--- src/rtl/cc_mux_n1_arb.sv ---
`default_nettype none
// ============================================================================
//  Module   : cc_mux_n1_arb
//  Purpose  : N:1 data multiplexer with a registered valid/ready output stage.
//             The channel is picked either by an explicit select index
//             (mode 0) or by a round-robin arbiter (mode 1).
//  Revision : 1.0  initial release
// ============================================================================
module cc_mux_n1_arb #(
  parameter int NUMBER_DATAWIDTH   = 8,
  parameter int NUMBER_CHANNELS    = 4,
  parameter int NUMBER_SELECTWIDTH = 2
) (
  input  logic                                        CC_MUX_N1_ARB_CLOCK_50,
  input  logic                                        CC_MUX_N1_ARB_RESET_InLow,
  input  logic                                        CC_MUX_N1_ARB_mode_In,
  input  logic [NUMBER_SELECTWIDTH-1:0]               CC_MUX_N1_ARB_select_InBUS,
  input  logic [NUMBER_DATAWIDTH*NUMBER_CHANNELS-1:0] CC_MUX_N1_ARB_data_InBUS,
  input  logic [NUMBER_CHANNELS-1:0]                  CC_MUX_N1_ARB_valid_InBUS,
  output logic [NUMBER_CHANNELS-1:0]                  CC_MUX_N1_ARB_ready_OutBUS,
  output logic [NUMBER_DATAWIDTH-1:0]                 CC_MUX_N1_ARB_z_Out,
  output logic                                        CC_MUX_N1_ARB_valid_Out,
  output logic [NUMBER_SELECTWIDTH-1:0]               CC_MUX_N1_ARB_channel_Out,
  input  logic                                        CC_MUX_N1_ARB_ready_In
);

  localparam int W  = NUMBER_DATAWIDTH;
  localparam int N  = NUMBER_CHANNELS;
  localparam int SW = NUMBER_SELECTWIDTH;

  // Refuse to elaborate with an unusable channel count or a select bus too
  // narrow to address every channel.
  generate
    if (N < 2) begin : g_chk_channels
      $error("cc_mux_n1_arb: NUMBER_CHANNELS must be at least 2");
    end
    if ((1 << SW) < N) begin : g_chk_selectwidth
      $error("cc_mux_n1_arb: 2**NUMBER_SELECTWIDTH must cover NUMBER_CHANNELS");
    end
  endgenerate

  logic [W-1:0]  z_q, z_d;
  logic          valid_q, valid_d;
  logic [SW-1:0] channel_q, channel_d;
  logic [SW-1:0] ptr_q, ptr_d;

  logic          load;
  logic          xfer;
  logic          grant_vld;
  logic [SW-1:0] grant_idx;
  logic [W-1:0]  grant_data;

  // Grant selection: explicit index in mode 0, rotating priority from ptr in mode 1.
  always_comb begin
    grant_vld = 1'b0;
    grant_idx = '0;
    if (!CC_MUX_N1_ARB_mode_In) begin
      // Out-of-range selects never match any channel, so nothing is granted.
      for (int i = 0; i < N; i++) begin
        if (CC_MUX_N1_ARB_select_InBUS == SW'(i) && CC_MUX_N1_ARB_valid_InBUS[i]) begin
          grant_vld = 1'b1;
          grant_idx = SW'(i);
        end
      end
    end else begin
      // First pass: lowest valid channel overall (the wrapped part of the scan).
      for (int i = N - 1; i >= 0; i--) begin
        if (CC_MUX_N1_ARB_valid_InBUS[i]) begin
          grant_vld = 1'b1;
          grant_idx = SW'(i);
        end
      end
      // Second pass: a valid channel at or above ptr takes precedence.
      for (int i = N - 1; i >= 0; i--) begin
        if (CC_MUX_N1_ARB_valid_InBUS[i] && (SW'(i) >= ptr_q)) begin
          grant_idx = SW'(i);
        end
      end
    end
  end

  // Handshake and data steering for the granted channel.
  always_comb begin
    load       = !valid_q || CC_MUX_N1_ARB_ready_In;
    xfer       = load && grant_vld;
    grant_data = '0;
    CC_MUX_N1_ARB_ready_OutBUS = '0;
    for (int i = 0; i < N; i++) begin
      if (grant_idx == SW'(i)) begin
        grant_data = CC_MUX_N1_ARB_data_InBUS[i*W +: W];
        // Reset gating keeps every channel stalled while reset is held.
        CC_MUX_N1_ARB_ready_OutBUS[i] = xfer && CC_MUX_N1_ARB_RESET_InLow;
      end
    end
  end

  // Next-state for the output register and the round-robin pointer.
  always_comb begin
    z_d       = z_q;
    valid_d   = valid_q;
    channel_d = channel_q;
    ptr_d     = ptr_q;
    if (load) begin
      if (grant_vld) begin
        z_d       = grant_data;
        channel_d = grant_idx;
        valid_d   = 1'b1;
      end else begin
        valid_d   = 1'b0;
      end
    end
    if (xfer && CC_MUX_N1_ARB_mode_In) begin
      ptr_d = (grant_idx == SW'(N - 1)) ? '0 : grant_idx + 1'b1;
    end
  end

  // State registers with asynchronous active-low clear.
  always_ff @(posedge CC_MUX_N1_ARB_CLOCK_50 or negedge CC_MUX_N1_ARB_RESET_InLow) begin
    if (!CC_MUX_N1_ARB_RESET_InLow) begin
      z_q       <= '0;
      valid_q   <= 1'b0;
      channel_q <= '0;
      ptr_q     <= '0;
    end else begin
      z_q       <= z_d;
      valid_q   <= valid_d;
      channel_q <= channel_d;
      ptr_q     <= ptr_d;
    end
  end

  assign CC_MUX_N1_ARB_z_Out       = z_q;
  assign CC_MUX_N1_ARB_valid_Out   = valid_q;
  assign CC_MUX_N1_ARB_channel_Out = channel_q;

endmodule
`default_nettype wire

--- config.mk ---
export PLATFORM = sky130hd
export DESIGN_NAME = cc_mux_n1_arb
export DESIGN_NICKNAME = d
export VERILOG_FILES = /design/src/rtl/cc_mux_n1_arb.sv
export SDC_FILE = /design/constraint.sdc
export NUM_CORES = 1
export LEC_CHECK = 0
export CELL_PAD_IN_SITES_DETAIL_PLACEMENT = 0
export CELL_PAD_IN_SITES_GLOBAL_PLACEMENT = 1
export CORE_MARGIN = 8
export CORE_UTILIZATION = 28
export CTS_BUF_LIST = sky130_fd_sc_hd__clkbuf_8
export CTS_CLUSTER_SIZE = 10
export DETAILED_ROUTE_END_ITERATION = 8
export PLACE_DENSITY_LB_ADDON = 0.15
export SLEW_MARGIN = 30
export SYNTH_ARGS = -nofsm -noshare
export SYNTH_HDL_FRONTEND = slang
export SYNTH_SLANG_ARGS = --single-unit
--- constraint.sdc ---
create_clock -name CC_MUX_N1_ARB_CLOCK_50 -period 3 [get_ports CC_MUX_N1_ARB_CLOCK_50]
set_input_delay 0.6 -clock CC_MUX_N1_ARB_CLOCK_50 [delete_from_list [all_inputs] [get_ports CC_MUX_N1_ARB_CLOCK_50]]
set_output_delay 0.6 -clock CC_MUX_N1_ARB_CLOCK_50 [all_outputs]
set_load 0.005 [all_outputs]
==> results.json <==
{
  "clockRootBuffer": "clkbuf_8",
  "overflow": 0,
  "ir_drop_mv": 0.266,
  "ios": 57,
  "hold_buffers": 0,
  "drt_iter0_markers": 25,
  "fin_crit_sh_pct": 97.0,
  "dieHeight_um": 76.6,
  "hold_path.class": "reg2reg",
  "final_layout_size_suffix_gt1_share_pct": 29.7,
  "rows": 22,
  "die_x_um": 76.6,
  "pwr-share-comb_pct": 53.3,
  "cp_common_cell": "dlygate4sd2_1",
  "finalCriticalPeriod_ps": 2910,
  "clk_path_buf_depth": 2,
  "cts_buffers": 3,
  "p_sw_mw": 0.297,
  "timing.critical_path.from_type": "primary input",
  "path_class": "in2out",
  "vias": 1079,
  "final-seq-area_um2": 325,
  "max_stage_delay_ps": 300,
  "ys_seq_area_share_pct": 31.7,
  "dieArea_um2": 5860,
  "p_seq_share_pct": 30.2,
  "core_area_um2": 3610,
  "cp.arrival_ps": 2310,
  "cpMaxStageDelayCell": "mux2_2",
  "cts.clk_slew.worst_paths_ps": 60,
  "worst_pin_slew_ps": 291,
  "internal-power_mw": 0.664,
  "nFillCells": 351,
  "synth.top_cell.area_share_pct": 31.7,
  "yosys.area.top_type": "dfrtp_1",
  "wl_per_cell_um": 15.2,
  "grt_pass1_wl_um": 5910,
  "clkPwrFrac_pct": 16.5,
  "maxSlewHeadroom_pct": 80.5,
  "crit_path_end_kind": "primary output",
  "clock_latency_ps": 240,
  "yosys_warnings": 0,
  "skew_ps": 0.752,
  "required_ps": 2400,
  "initial_core_util_pct": 28.5,
  "synth.area.top_cells": "dfrtp_1 (32%), mux2_2 (7.7%), nor2b_1 (6.1%), a221oi_1 (6.0%), mux2i_1 (5.8%)",
  "drt-total-wl_um": 3490,
  "io_buffers": 56,
  "routed_via_density": 4.69,
  "max_freq_mhz": 344,
  "fin_hold_ws_ps": 504,
  "outcome": "completed",
  "grt_max_degree": 17,
  "multi_input_area_um2": 666,
  "cap_violations": 0,
  "nets": 229,
  "syn-num-nets": 150,
  "grt_pass1_vias": 1213,
  "place_congestion": 0.775,
  "antenna_left": 0,
  "p_leak_nw": 0.839,
  "path_cells": "dlygate4sd2_1 > mux2_2 > a21oi_4 > a221o_2 > buf_4 > inv_1 > ha_1 > and3_2 > dlygate4sd2_1",
  "slew_viol_final": 0,
  "switching_share_pct": 30.9,
  "dpl.hpwl_um": 2780,
  "rsz0062_at_grt": "no",
  "cts.sink_count": 13,
  "first_pass_iters": 4,
  "antenna_found_initial": 0,
  "synth-seq-cells": 13,
  "powerDensity_nw_per_um2": 526,
  "diodes": 0,
  "area_delta_synth_final_pct": 77.8,
  "finalCoreUtilization_pct": 50.7,
  "h-tree-depth": 1,
  "crit_fanout": 4,
  "hold_violations": 0,
  "syn_area_um2": 1030,
  "setup_viol": 0,
  "drc": 0,
  "post_synth_num_cell_types": 27,
  "cts_tree": "done",
  "grtUsageTotal_pct": 12.0,
  "netlist_instances": 104,
  "avgSynthCellArea_um2": 9.88
}
## final cells by class
| type | instances | area share (%) |
|---|---|---|
| Multi-Input combinational cell | 80 | 36.4 |
| Clock buffer | 3 | 2.26 |
| Inverter | 6 | 1.23 |
| Tap cell | 48 | 3.29 |
| Clock inverter | 1 | 0.205 |
| Sequential cell | 13 | 17.8 |
| Timing Repair Buffer | 79 | 38.8 |
## logic make-up after synthesis
logic type | count (synthesis) | synth area share (%)
buffers and inverters | 11 | 4.75
muxes | 17 | 19.4
and+or+nand+nor | 30 | 16.6
DFF | 13 | 31.7
AOI/OAI and AO/OA | 29 | 22.8
adders and majority gates | 4 | 4.87
## sequential cells by signal, indices dropped and copies added (netlist names)
name	cells
CC_MUX_N1_ARB_channel_Out	2
CC_MUX_N1_ARB_valid_Out	1
ptr_q	2
CC_MUX_N1_ARB_z_Out	8
## what timing repair did
item,CTS,global route
endpoints found under the setup margin,11,11
setup buffers,4,0
pin swaps,1,2
gates resized for setup,12,12
## per-layer routing
| layer | GRT usage (%) | wire length (um) |
|---|---|---|
| met5 | 0 | 0 |
| met4 | 2.31 | 6 |
| met3 | 2.95 | 130 |
| met2 | 21.4 | 1780 |
| met1 | 14.1 | 1570 |
## path summary, 6_finish.rpt
kind	slack, ps	cells after the start	start	end
worst max-delay path	90	9	CC_MUX_N1_ARB_valid_InBUS[2]	CC_MUX_N1_ARB_ready_OutBUS[2]
worst min-delay path	500	1	CC_MUX_N1_ARB_z_Out[0]	CC_MUX_N1_ARB_z_Out[0]
worst max register to register	510	10	ptr_q[1]	CC_MUX_N1_ARB_z_Out[4]
worst min register to register	500	1	CC_MUX_N1_ARB_z_Out[0]	CC_MUX_N1_ARB_z_Out[0]
max in group asynchronous	2050	2	CC_MUX_N1_ARB_RESET_InLow	CC_MUX_N1_ARB_valid_Out
min in group asynchronous	570	1	CC_MUX_N1_ARB_RESET_InLow	CC_MUX_N1_ARB_z_Out[3]
## worst max-delay path, delay by kind of cell
kind	cells	cell delay (ps)
AO/OA/AOI/OAI	2	330
adder cells (fa/ha/maj)	1	180
AND/OR/NAND/NOR	1	170
multiplexers	1	300
buffers and inverters	4	720
## metrics by stage
step / instances / power (mW) / setup TNS, ps / instance area, um2 / setup slack (ps)
4_1_cts: 230 / 0.974 / 0 / 1830 / 6.81
5_1_grt: 230 / 1.03 / 0 / 1830 / 9.89
3_5_place_dp: 222 / 0.795 / -3490 / 1760 / -376
3_3_place_gp: 222 / 0.790 / -2780 / 1760 / -358
6_report: 230 / 0.961 / 0 / 1830 / 90.3
2_1_floorplan: 104 / 0.524 / 0 / 1030 / 246
## power groups by stage
stage	combinational (mW)	clock, mW	sequential (mW)
5_1_grt	0.561	0.172	0.298
3_3_place_gp	0.501	0	0.290
6_report	0.512	0.159	0.290
3_5_place_dp	0.504	0	0.291
4_1_cts	0.519	0.166	0.289
2_1_floorplan	0.231	0	0.292
## placed cells by master (no fill, tap or decap), types with 2 or more instances in the layout
cell             count
inv_1                7
nor2b_1              9
buf_4               23
o31ai_1              7
a221oi_1             7
and3_2               4
clkdlybuf4s50_1     45
o21ai_0              2
clkbuf_2             4
nand2_1             12
a21oi_2              2
clkbuf_8             3
ha_1                 3
dfrtp_1             13
a21oi_1              3
mux2_4               4
dlygate4sd2_1        6
mux2i_1              6
mux2_2               7
## cell usage after synthesis
master,instances
buf_6,1
a21boi_4,1
nor3b_1,1
a21oi_4,1
dfrtp_1,13
and3_2,4
o31ai_1,7
a21o_1,1
a21boi_1,1
nor2b_1,10
a21oi_1,5
nor4_2,1
mux2_2,7
a21bo_2,1
mux2i_1,6
a22o_1,1
mux2_4,4
buf_1,1
nand2_1,12
clkbuf_1,3
a221oi_1,7
o21ai_0,3
or2_1,1
a221o_2,1
inv_1,6
ha_1,4
nand2b_1,1
No activity file was read; power rests on OpenSTA's default activity.
